--- src/rtl/bridge_pkg.sv ---
// Shared types and constants for the AHB-to-APB bridge.
package bridge_pkg;

  localparam int BRIDGE_ADDR_W = 32;
  localparam int BRIDGE_DATA_W = 32;
  localparam int BRIDGE_NSLV   = 4;

  localparam logic [1:0] HRESP_OKAY = 2'b00;

  typedef enum logic [2:0] {
    ST_IDLE,
    ST_READ,
    ST_RENABLE,
    ST_WWAIT,
    ST_WRITE,
    ST_WENABLE
  } apb_state_e;

endpackage

--- src/rtl/apb_fsm_controller.sv ---
// APB-side sequencer of the AHB-to-APB bridge, with a one-deep slot holding
// the AHB address phase that overlaps a write's data phase.
module apb_fsm_controller
  import bridge_pkg::*;
#(
  parameter int ADDR_W = BRIDGE_ADDR_W,
  parameter int DATA_W = BRIDGE_DATA_W,
  parameter int NSLV   = BRIDGE_NSLV
) (
  input  logic              clock,
  input  logic              Hresetn,
  input  logic              valid,
  input  logic [ADDR_W-1:0] Haddr,
  input  logic              Hwrite,
  input  logic [NSLV-1:0]   tempselx,
  input  logic [DATA_W-1:0] Hwdata,
  input  logic [DATA_W-1:0] Prdata,
  output logic [NSLV-1:0]   Pselx,
  output logic              Penable,
  output logic              Pwrite,
  output logic [ADDR_W-1:0] Paddr,
  output logic [DATA_W-1:0] Pwdata,
  output logic [DATA_W-1:0] Hrdata,
  output logic              Hreadyout,
  output logic [1:0]        Hresp
);

  apb_state_e        state_q, state_d;
  logic [NSLV-1:0]   sel_q, sel_d;
  logic [NSLV-1:0]   pselx_q, pselx_d;
  logic              penable_q, penable_d;
  logic              pwrite_q, pwrite_d;
  logic [ADDR_W-1:0] paddr_q, paddr_d;
  logic [DATA_W-1:0] pwdata_q, pwdata_d;
  logic [DATA_W-1:0] hrdata_q, hrdata_d;
  logic              hready_q, hready_d;
  logic              pendValid_q, pendValid_d;
  logic [ADDR_W-1:0] pendAddr_q, pendAddr_d;
  logic              pendWrite_q, pendWrite_d;
  logic [NSLV-1:0]   pendSel_q, pendSel_d;

  // Every output is registered: the next-state logic computes the values each
  // output must hold while the FSM sits in the state being entered.
  always_comb begin
    state_d     = state_q;
    sel_d       = sel_q;
    pselx_d     = pselx_q;
    penable_d   = penable_q;
    pwrite_d    = pwrite_q;
    paddr_d     = paddr_q;
    pwdata_d    = pwdata_q;
    hrdata_d    = hrdata_q;
    hready_d    = hready_q;
    pendValid_d = pendValid_q;
    pendAddr_d  = pendAddr_q;
    pendWrite_d = pendWrite_q;
    pendSel_d   = pendSel_q;

    case (state_q)
      ST_IDLE: begin
        pselx_d   = '0;
        penable_d = 1'b0;
        hready_d  = 1'b1;
        if (valid) begin
          paddr_d = Haddr;
          sel_d   = tempselx;
          if (Hwrite) begin
            state_d = ST_WWAIT;
          end else begin
            state_d  = ST_READ;
            pselx_d  = tempselx;
            pwrite_d = 1'b0;
            hready_d = 1'b0;
          end
        end
      end
      ST_READ: begin
        state_d   = ST_RENABLE;
        penable_d = 1'b1;
        hready_d  = 1'b0;
      end
      ST_RENABLE: begin
        state_d   = ST_IDLE;
        hrdata_d  = Prdata;
        pselx_d   = '0;
        penable_d = 1'b0;
        hready_d  = 1'b1;
      end
      ST_WWAIT: begin
        // The address phase completing alongside this data phase is parked.
        pwdata_d = Hwdata;
        if (valid) begin
          pendValid_d = 1'b1;
          pendAddr_d  = Haddr;
          pendWrite_d = Hwrite;
          pendSel_d   = tempselx;
        end
        state_d   = ST_WRITE;
        pselx_d   = sel_q;
        pwrite_d  = 1'b1;
        penable_d = 1'b0;
        hready_d  = 1'b0;
      end
      ST_WRITE: begin
        state_d   = ST_WENABLE;
        penable_d = 1'b1;
        hready_d  = 1'b0;
      end
      ST_WENABLE: begin
        penable_d = 1'b0;
        if (pendValid_q) begin
          pendValid_d = 1'b0;
          paddr_d     = pendAddr_q;
          sel_d       = pendSel_q;
          if (pendWrite_q) begin
            state_d  = ST_WWAIT;
            pselx_d  = '0;
            hready_d = 1'b1;
          end else begin
            state_d  = ST_READ;
            pselx_d  = pendSel_q;
            pwrite_d = 1'b0;
            hready_d = 1'b0;
          end
        end else begin
          state_d  = ST_IDLE;
          pselx_d  = '0;
          hready_d = 1'b1;
        end
      end
      default: begin
        state_d = ST_IDLE;
      end
    endcase
  end

  always_ff @(posedge clock or negedge Hresetn) begin
    if (!Hresetn) begin
      state_q     <= ST_IDLE;
      sel_q       <= '0;
      pselx_q     <= '0;
      penable_q   <= 1'b0;
      pwrite_q    <= 1'b0;
      paddr_q     <= '0;
      pwdata_q    <= '0;
      hrdata_q    <= '0;
      hready_q    <= 1'b1;
      pendValid_q <= 1'b0;
      pendAddr_q  <= '0;
      pendWrite_q <= 1'b0;
      pendSel_q   <= '0;
    end else begin
      state_q     <= state_d;
      sel_q       <= sel_d;
      pselx_q     <= pselx_d;
      penable_q   <= penable_d;
      pwrite_q    <= pwrite_d;
      paddr_q     <= paddr_d;
      pwdata_q    <= pwdata_d;
      hrdata_q    <= hrdata_d;
      hready_q    <= hready_d;
      pendValid_q <= pendValid_d;
      pendAddr_q  <= pendAddr_d;
      pendWrite_q <= pendWrite_d;
      pendSel_q   <= pendSel_d;
    end
  end

  assign Pselx     = pselx_q;
  assign Penable   = penable_q;
  assign Pwrite    = pwrite_q;
  assign Paddr     = paddr_q;
  assign Pwdata    = pwdata_q;
  assign Hrdata    = hrdata_q;
  assign Hreadyout = hready_q;
  assign Hresp     = HRESP_OKAY;

endmodule

--- config.mk ---
export PLATFORM = sky130hd
export DESIGN_NAME = apb_fsm_controller
export DESIGN_NICKNAME = d
export VERILOG_FILES = /design/src/rtl/bridge_pkg.sv /design/src/rtl/apb_fsm_controller.sv
export SDC_FILE = /design/constraint.sdc
export NUM_CORES = 1
export LEC_CHECK = 0
export BUFFER_PORTS_ARGS = -buffer_cell sky130_fd_sc_hd__clkbuf_2
export CAP_MARGIN = 20
export CELL_PAD_IN_SITES_DETAIL_PLACEMENT = 1
export CELL_PAD_IN_SITES_GLOBAL_PLACEMENT = 2
export CORE_UTILIZATION = 34
export CTS_BUF_LIST = sky130_fd_sc_hd__clkbuf_16
export DETAILED_ROUTE_END_ITERATION = 10
export HOLD_SLACK_MARGIN = 0.03
export PLACE_DENSITY = 0.94
export SETUP_SLACK_MARGIN = 0.05
export SLEW_MARGIN = 20
export SYNTH_ARGS = -nofsm -noshare
export SYNTH_HDL_FRONTEND = slang
export SYNTH_SLANG_ARGS = --single-unit
export TNS_END_PERCENT = 10
--- constraint.sdc ---
create_clock -name clock -period 3.2 [get_ports clock]
set_input_delay 0.16 -clock clock [delete_from_list [all_inputs] [get_ports clock]]
set_output_delay 0.16 -clock clock [all_outputs]
set_load 0.01 [all_outputs]
==> results.py, run 1 <==
metrics = {
    "grt": {
        "antenna_found_initial": 0,
        "grt_remaining_overflow": 0,
        "grt_pass1_vias": 5499,
        "grt_max_degree": 93,
        "grtUsageTotal_pct": 20.57,
        "grt_pass1_wl_mm": 28.72,
    },
    "yosys": {
        "synth.ff_latch_count": 148,
        "ys_types": 35,
        "synthTopCellsByArea": "dfrtp_1 (60%), mux2_2 (9.1%), nand2_1 (8.6%)",
        "synth_area_leader_cell": "dfrtp_1",
        "ys_warn_count": 0,
        "syn_avg_cell_area_um2": 12.08,
        "synth_seq_area_share_pct": 60.88,
        "netlist_area_mm2": 0.006086,
        "yosys.area.top_type_share_pct": 60.44,
        "syn_inst": 504,
    },
    "sta": {
        "final.period_utilization_pct": 71.55,
        "max_slew_margin_pct": 33.85,
        "worst_pin_slew_ns": 0.9898,
        "setup_viol": 0,
        "fin_tns_setup_ns": 0,
        "max_freq_mhz": 436.8,
        "fin_worst_skew_ns": 0.005949,
        "rsz0062_at_grt": "false",
        "finalCriticalPeriod_ns": 2.289,
        "final_hold_viol_count": 0,
        "drv_slew": 0,
    },
    "routing": {
        "drt_iter0_markers": 168,
        "drc": 0,
        "vias": 4903,
        "viasPerCell": 4.687,
        "ant_nets": 0,
        "wl_per_cell_um": 17.08,
        "wl_mm": 17.87,
        "drt_pass1_iterations": 4,
    },
    "final_layout": {
        "layout-drive-gt1-share_pct": 38.61,
        "n_antenna_cell": 0,
        "final_core_util_pct": 51.26,
        "fill_cells": 1875,
        "fin_nets": 912,
        "syn2layout_area_growth_pct": 46.71,
    },
    "floorplan": {
        "start_util_pct": 34.94,
        "core_area_mm2": 0.01742,
        "rows": 48,
        "io_pins": 209,
        "dieWidth_um": 135.8,
        "die-area_mm2": 0.01844,
        "die_y_um": 135.8,
    },
    "cts": {
        "ctsLongestPathBuffers": 2,
        "cts_tree": "done",
        "cts_made_buffers": 17,
        "cts_setup_buffers": 0,
        "clk_pin_slew_ns": 0.06,
        "root_buffer": "clkbuf_16",
        "cts.sinks": 148,
        "cts_resized": 0,
        "insertion_delay_ns": 0.42,
        "htree_levels": 4,
    },
    "critical_path": {
        "path_delay_family": "compound AO/OA/AOI/OAI gates",
        "max_stage_delay_ns": 0.75,
        "path_buf_inv": 1,
        "crit_path_start_kind": "flop",
        "cp.required_ns": 3.48,
        "crit_chain": "nor4b_1 > a31oi_4 > buf_4 > o21ai_0",
        "arrival_ns": 2.57,
        "cp_slowest_cell": "a31oi_4",
        "crit_type": "flop to flop",
        "end_kind": "flop",
        "crit_path_max_fanout": 37,
    },
    "hold_path": {
        "hold_path.class": "primary input to flop",
    },
    "status": {
        "outcome": "complete, no violations",
    },
    "pwr": {
        "p_leak_nw": 4.691,
        "power.density_mw_per_mm2": 952.5,
        "ir_drop_mv": 0.4450,
    },
    "run": {
        "maxCapViolCount": 0,
    },
    "place": {
        "globalplace.congestion": 0.7493,
        "dpl.hpwl_mm": 11.09,
        "portBuffers": 206,
    },
}
power breakdown:
group          switching, mW  internal [mW]
clock network          0.791           1.22
logic                   1.59           1.47
registers              0.623           2.81
cells by family (layout without fill, tap and decap cells):
group,count (synthesis),after routing,share of synthesized area (%)
other cells,1,2,0.06162
buf+inv,34,350,3.269
simple gates,158,158,10.49
xor+xnor,2,2,0.2879
flops,148,148,60.88
compound gates,56,56,5.161
mux,105,105,19.86
routing by layer:
layer | vias to the layer above | share of wire (%) | track usage [%]
met5 | - | 0 | 0
met4 | 0 | 1.9 | 7.803
met3 | 27 | 5.0 | 4.564
met2 | 156 | 53 | 37.44
met1 | 2421 | 40 | 23.25
li1 | 2299 | - | -
synthesized netlist by cell type:
library cell and instances:
mux2_1 1, clkbuf_1 9, nand3b_1 1, dfrtp_1 147, buf_4 6, xnor2_1 2
o21ai_0 39, o21bai_1 1, and2_1 1, nor4b_1 1, mux2_2 49, clkbuf_4 1
nand2b_1 2, a221o_1 1, nor3b_1 1, a21o_1 1, nor2b_1 2, buf_6 4
conb_1 1, dfstp_2 1, nor2b_4 1, mux2_4 19, a211oi_1 1, nand2_1 139
a22oi_1 1, a31oi_1 3, nand2_2 1, mux2i_1 36, nand3_1 2, a21oi_1 6
or3b_2 1, nor2_1 6, buf_2 12, inv_1 2, a222oi_1 3
flip-flops by register name, summed over array words and instances (netlist names):
register     count
Hrdata          32
Hreadyout        1
Paddr           32
Penable          1
Pselx            4
Pwdata          32
Pwrite           1
pendAddr_q      32
pendSel_q        4
pendValid_q      1
pendWrite_q      1
sel_q            4
state_q          3
timing repair:
action / CTS / global route
endpoints found under the setup margin: 0 / 0
hold buffers: 101 / 0
endpoints found under the hold margin: 157 / 0
final timing paths:
path	from	endpoint	slack, ns	depth (start not counted)
max	state_q[2]	Paddr[27]	0.91	4
max in group asynchronous	Hresetn	Hreadyout	2.06	3
min	Hwrite	pendWrite_q	0.05	2
max reg2reg	state_q[2]	Paddr[27]	0.91	4
min reg2reg	Pwdata[12]	Pwdata[12]	0.48	2
min in group asynchronous	Hresetn	pendAddr_q[11]	0.27	2
cells in the final DEF, fill, tap and decap left out, types with 2 or more instances in the layout:
master and n:
a21oi_1 6, a222oi_1 3, a31oi_1 2, buf_12 2, buf_4 7, bufinv_16 3
clkbuf_16 17, clkbuf_2 205, clkinv_1 2, clkinv_2 2, clkinv_4 2, clkinvlp_4 2
conb_1 2, dfrtp_1 147, dlygate4sd3_1 101, inv_1 4, inv_6 2, mux2_2 49
mux2_4 19, mux2i_1 36, nand2_1 139, nand2b_1 2, nand3_1 2, nor2_1 6
o21ai_0 39, xnor2_1 2
final cells by class:
| type | count | area [um2] | share of cell area (%) |
|---|---|---|---|
| clock buffers | 17 | 425.4 | 4.765 |
| clock inverters | 15 | 165.2 | 1.850 |
| inverters | 2 | 7.507 | 0.08408 |
| multi-input cells | 323 | 2203 | 24.68 |
| flip-flops and latches | 148 | 3705 | 41.49 |
| well taps | 225 | 281.5 | 3.153 |
| repair buffers | 316 | 2141 | 23.98 |
metrics by stage:
| stage | cell area (um2) | cells | power [mW] | hold WS, ns | setup WS [ns] |
|---|---|---|---|---|---|
| after detailed placement | 7327 | 913 | 6.398 | 0.1598 | 0.9082 |
| after global placement | 7327 | 913 | 6.170 | 0.1445 | 1.054 |
| after global routing | 8929 | 1046 | 9.077 | 0.06852 | 0.7099 |
| final | 8929 | 1046 | 8.504 | 0.05469 | 0.9105 |
| after CTS | 8929 | 1046 | 8.571 | 0.03056 | 0.9046 |
| after floorplan | 6090 | 505 | 5.149 | -0.1356 | 1.594 |
Power figures use the tool's default switching activity.
==> run 2, diff against run 1 <==
Settings changed: ABC_AREA set to 1, CORE_UTILIZATION 34 to 26, PLACE_DENSITY 0.94 to 0.84.
Clock period 3.2 ns to 2 ns, I/O delays scaled along.
==> run 2 against run 1 <==
Area after synthesis is 1.1% higher; core utilization is 11 points lower; clock power is 55% higher; sequential power is 52% higher; count of clock-buffer cells in the layout stayed put; global-route usage is 4.7 points lower; critical path depth is 3 higher; maximum frequency is 34% higher; final cell count is 24% higher.
==> results.py, run 2 <==
metrics = {
    "status": {
        "outcome": "complete, no violations",
    },
    "grt": {
        "grt_max_degree": 72,
        "grt_pass1_wl_mm": 30.35,
        "grt_remaining_overflow": 0,
        "antenna_found_initial": 1,
        "grt_pass1_vias": 5953,
        "grtUsageTotal_pct": 15.83,
    },
    "run": {
        "maxCapViolCount": 0,
    },
    "final_layout": {
        "fill_cells": 2710,
        "multiInputGateArea_mm2": 0.002049,
        "syn2layout_area_growth_pct": 49.19,
        "fin_nets": 1069,
        "layout-drive-gt1-share_pct": 29.96,
        "final_cell_mix": "clkbuf_2 (205), nand2_1 (194), dfrtp_1 (147), dlygate4sd3_1 (103), o21ai_0 (65)",
        "final_common_cell": "clkbuf_2",
        "regArea_mm2": 0.003705,
        "fin_cells": 1292,
    },
    "place": {
        "portBuffers": 206,
        "placed_cells": 1155,
        "dpl.hpwl_mm": 11.65,
        "globalplace.congestion": 0.7616,
        "post-place-ws_ns": 0.2562,
    },
    "floorplan": {
        "io_pins": 209,
        "die_y_um": 155.8,
        "die-area_mm2": 0.02429,
        "dieWidth_um": 155.8,
        "start_util_pct": 26.85,
        "rows": 55,
        "core_area_mm2": 0.02292,
    },
    "pwr": {
        "p_leak_nw": 4.677,
        "ir_drop_mv": 0.5401,
        "total_power_mw": 13.62,
        "power.density_mw_per_mm2": 1483,
    },
    "yosys": {
        "syn_inst": 659,
        "netlist_top_cells_count": "nand2_1 (195), dfrtp_1 (147), o21ai_0 (65), nor2_1 (54), inv_1 (51)",
        "synth_seq_area_share_pct": 60.21,
        "synth.ff_latch_count": 148,
        "netlist_area_mm2": 0.006153,
        "synthTopCellsByArea": "dfrtp_1 (60%), nand2_1 (12%), mux2_2 (5.9%)",
        "yosysMostFrequentCell": "nand2_1",
        "synthArstFlopShare_pct": 100.0,
        "synth_edf_count": 0,
        "synth_area_leader_cell": "dfrtp_1",
        "yosys.area.top_type_share_pct": 59.78,
        "ys_types": 25,
        "syn_avg_cell_area_um2": 9.337,
        "synthFlopType": "dfrtp_1",
        "ys_warn_count": 0,
    },
    "sta": {
        "finalCriticalPeriod_ns": 1.711,
        "setup_ws_ns": 0.2891,
        "fin_tns_setup_ns": 0,
        "max_freq_mhz": 584.5,
        "setup_viol": 0,
        "fin_worst_skew_ns": 0.008748,
        "rsz0062_at_grt": "false",
        "final_hold_viol_count": 0,
        "drv_slew": 0,
        "final.period_utilization_pct": 85.55,
    },
    "routing": {
        "vias": 5519,
        "wl_mm": 18.61,
        "ant_nets": 0,
        "drc": 0,
        "wl_per_cell_um": 14.40,
        "viasPerCell": 4.272,
        "drt_pass1_iterations": 4,
        "drt_iter0_markers": 158,
    },
    "critical_path": {
        "crit_path_start_kind": "flop",
        "arrival_ns": 2.03,
        "crit_chain": "inv_2 > nand3_1 > buf_4 > inv_2 > buf_12 > o21ai_0 > o21ai_0",
        "cp_slowest_cell": "dfrtp_1",
        "crit_path_max_fanout": 62,
        "end_kind": "flop",
        "cp.required_ns": 2.32,
        "crit_type": "flop to flop",
        "path_buf_inv": 4,
        "max_stage_delay_ns": 0.45,
        "path_delay_family": "buffers and inverters",
    },
    "cts": {
        "cts_tree": "done",
        "cts_setup_buffers": 0,
        "clk_pin_slew_ns": 0.07,
        "cts.sinks": 148,
        "root_buffer": "clkbuf_16",
        "htree_levels": 4,
        "ctsLongestPathBuffers": 2,
        "insertion_delay_ns": 0.42,
        "cts_made_buffers": 17,
    },
    "hold_path": {
        "hold_path.class": "primary input to async pin",
    },
}
## run 2: path summary, 6_finish.rpt
kind                            start              to  slack, ns  cells past startpoint
max                        state_q[1]        Paddr[9]       0.29                      7
min                           Hresetn      Pwdata[27]       0.19                      2
max reg2reg                state_q[1]        Paddr[9]       0.29                      7
min reg2reg                    Pwrite          Pwrite       0.47                      2
max in group asynchronous     Hresetn  pendAddr_q[28]       1.13                      3
min in group clock         Hwdata[27]      Pwdata[27]       0.42                      4
## run 2: worst register-to-register path: stages (launching register included)
cell and delay (ns):
dfrtp_1 0.45, inv_2 0.13, nand3_1 0.14, buf_4 0.21, inv_2 0.10, buf_12 0.25
o21ai_0 0.13, o21ai_0 0.21
## run 2: cells by family (layout without fill, tap and decap cells)
group / after synthesis / in the layout / synth area share [%]
compound gates: 115 / 115 / 9.780
buf+inv: 89 / 407 / 6.588
simple gates: 274 / 274 / 17.51
mux: 32 / 32 / 5.856
other cells: 1 / 3 / 0.06094
flops: 148 / 148 / 60.21
## run 2: metrics by stage
step	instance area, um2	util, %	hold slack (ns)
detailed placement	7547	32.93	0.07873
global placement	7547	32.93	0.08255
global route	9180	40.06	0.2320
CTS	9145	39.91	0.1867
floorplan	6157	-	-0.1956
finish	9180	40.06	0.1927
## run 2: cell type report
cell class,instances,share of cell area (%)
Sequential cell,148,40.36
Timing Repair Buffer,322,24.68
Multi-Input combinational cell,423,22.33
Clock buffer,17,4.634
Tap cell,313,4.266
Inverter,53,2.167
Clock inverter,15,1.540
Antenna cell,1,0.02726
## run 2: power breakdown
group / switching, mW / total, mW / internal (mW)
sequential: 0.772 / 5.23 / 4.46
clock: 1.30 / 3.12 / 1.82
combinational: 3.04 / 5.26 / 2.22
total: 5.11 / 13.6 / 8.51
## run 2: timing repair
action	CTS	global route
endpoints found under the hold margin	164	0
resized for setup	0	1
setup endpoints to repair	0	6
hold buffers	103	0
## run 2: layer usage
metal / track usage [%] / vias to the layer above / share of wire (%)
met5: 0 / - / 0
met4: 4.622 / 0 / 1.1
met3: 4.639 / 15 / 6.0
met2: 27.21 / 153 / 49
met1: 19.07 / 2650 / 44
li1: - / 2701 / -
==> run 3, diff against run 2 <==
Settings changed: REMOVE_ABC_BUFFERS set to 1.
==> run 3 against run 2 <==
Final cell count stayed put; largest power group unchanged; combinational power hardly changed; setup slack worse by 0.013 ns; core utilization is 0.13 points higher.
==> results.py, run 3 (synthesis results as in run 2) <==
metrics = {
    "status": {
        "outcome": "complete, no violations",
    },
    "routing": {
        "met3_wirelength_um": 657,
        "viasPerCell": 4.339,
        "wl_per_cell_um": 14.63,
        "ant_nets": 0,
        "wirelength_met1_mm": 7.609,
        "drt_pass1_iterations": 4,
        "top_layer": "met4",
        "drt_iter0_markers": 169,
        "drc": 0,
        "wl_mm": 18.91,
        "vias": 5606,
        "wl_met2_mm": 10.03,
    },
    "final_layout": {
        "final_cell_area_mm2": 0.009209,
        "layout-drive-gt1-share_pct": 30.50,
        "final_cell_mix": "clkbuf_2 (205), nand2_1 (194), dfrtp_1 (146), dlygate4sd3_1 (103), o21ai_0 (65)",
        "fin_nets": 1068,
        "final_common_cell": "clkbuf_2",
        "syn2layout_area_growth_pct": 49.65,
        "fill_cells": 2709,
    },
    "floorplan": {
        "rows": 55,
        "die-area_mm2": 0.02429,
        "dieWidth_um": 155.8,
        "start_util_pct": 26.85,
        "die_y_um": 155.8,
        "core_area_mm2": 0.02292,
        "io_pins": 209,
    },
    "grt": {
        "antenna_found_initial": 2,
        "grt_pass1_vias": 5990,
        "grt_pass1_wl_mm": 30.80,
        "grtUsageTotal_pct": 16.29,
        "grt_remaining_overflow": 0,
        "grt_max_degree": 61,
    },
    "critical_path": {
        "cp.required_ns": 2.29,
        "crit_type": "flop to flop",
        "reg2reg_from": "state_q[1]",
        "end_kind": "flop",
        "arrival_ns": 2.02,
        "reg2reg_depth": 7,
        "r2r_setup_slack_ns": 0.28,
        "rr_endpoint": "Paddr[6]",
        "crit_path_max_fanout": 26,
        "crit_path_start_kind": "flop",
    },
    "run": {
        "maxCapViolCount": 0,
    },
    "sta": {
        "rsz0062_at_grt": "false",
        "fin_worst_skew_ns": 0.007958,
        "setup_ws_ns": 0.2756,
        "final.period_utilization_pct": 86.22,
        "max_freq_mhz": 579.9,
        "setup_viol": 0,
        "finalCriticalPeriod_ns": 1.724,
        "final_hold_viol_count": 0,
        "drv_slew": 0,
        "whs_ns": 0.1427,
    },
    "pwr": {
        "swShare_pct": 37.51,
        "clockPowerShare_pct": 24.0,
        "ir_drop_mv": 0.5276,
        "power.internal_mw": 8.626,
        "seq_power_share_pct": 38.0,
        "total_power_mw": 13.80,
        "switching_power_mw": 5.178,
        "power.density_mw_per_mm2": 1499,
        "power_frac_comb_pct": 38.0,
        "p_leak_nw": 4.677,
    },
    "cts": {
        "cts.sinks": 148,
        "insertion_delay_ns": 0.42,
        "root_buffer": "clkbuf_16",
        "ctsLongestPathBuffers": 2,
        "clk_pin_slew_ns": 0.06,
        "cts_tree": "done",
        "htree_levels": 4,
        "cts_made_buffers": 17,
    },
    "place": {
        "post-place-ws_ns": 0.1783,
        "globalplace.congestion": 0.7367,
        "place_area_mm2": 0.007560,
        "dpl.hpwl_mm": 12.20,
        "portBuffers": 206,
    },
    "hold_path": {
        "hold_path.class": "primary input to async pin",
    },
}
[run 3: cell count changes in the layout (fill, tap and decap cells not counted), sizes merged]
cell      before  now
bufinv         2    3
clkbuf       223  222
clkinv         6    2
clkinvlp       3    5
diode          1    2
inv           57   58
[run 3: critical path: stages, from the launching register on]
cell and delay [ns]:
dfrtp_2 0.46, inv_2 0.11, nand3_1 0.18, nor2_1 0.23, nor2_4 0.09, nand2_4 0.21
buf_12 0.20, o21ai_0 0.10
[run 3: metal layers]
layer | vias to the layer above | global-route usage [%]
met5 | - | 0
met4 | 0 | 7.236
met3 | 41 | 3.917
met2 | 125 | 28.53
met1 | 2746 | 18.82
li1 | 2694 | -
[run 3: power by group through the flow]
stage          combinational, mW  clock, mW  sequential [mW]
6_report                    5.25       3.31             5.24
3_5_place_dp                5.11          0             5.26
5_1_grt                     5.88       3.55             5.43
3_3_place_gp                4.94          0             5.22
2_1_floorplan               2.40          0             5.61
4_1_cts                     5.29       3.43             5.23
[run 3: what timing repair did]
action / CTS / global route
endpoints found under the setup margin: 0 / 7
hold buffers: 103 / 0
hold endpoints to repair: 265 / 0
resized for setup: 0 / 3
setup buffers: 0 / 0
[run 3: metrics by stage]
| stage | util (%) | std cells | setup TNS, ns |
|---|---|---|---|
| detailed placement | 32.99 | 1155 | 0 |
| CTS | 40.13 | 1290 | 0 |
| floorplan | - | 624 | -63.12 |
| finish | 40.19 | 1292 | 0 |
| global route | 40.19 | 1292 | 0 |
| global placement | 32.99 | 1155 | 0 |
[run 3: area by class of cell]
| cell class | count | area, um2 | area share [%] |
|---|---|---|---|
| clock inverters | 15 | 180.2 | 1.957 |
| well taps | 313 | 391.6 | 4.253 |
| diodes | 2 | 5.005 | 0.05435 |
| flip-flops and latches | 148 | 3706 | 40.24 |
| clock buffers | 17 | 425.4 | 4.620 |
| multi-input cells | 423 | 2052 | 22.28 |
| repair buffers | 321 | 2250 | 24.43 |
| inverters | 53 | 198.9 | 2.160 |
[run 3: worst max path at each step]
stage / from / end / slack, ns / cells after the start
global placement: state_q[2] / Pselx[3] / 0.24 / 6
floorplan: state_q[2] / pendAddr_q[31] / -1.38 / 5
CTS: state_q[2] / Pselx[2] / 0.17 / 6
finish: state_q[1] / Paddr[6] / 0.28 / 7
global route: state_q[1] / Paddr[6] / 0.09 / 8
detailed placement: state_q[2] / Pselx[2] / 0.18 / 6
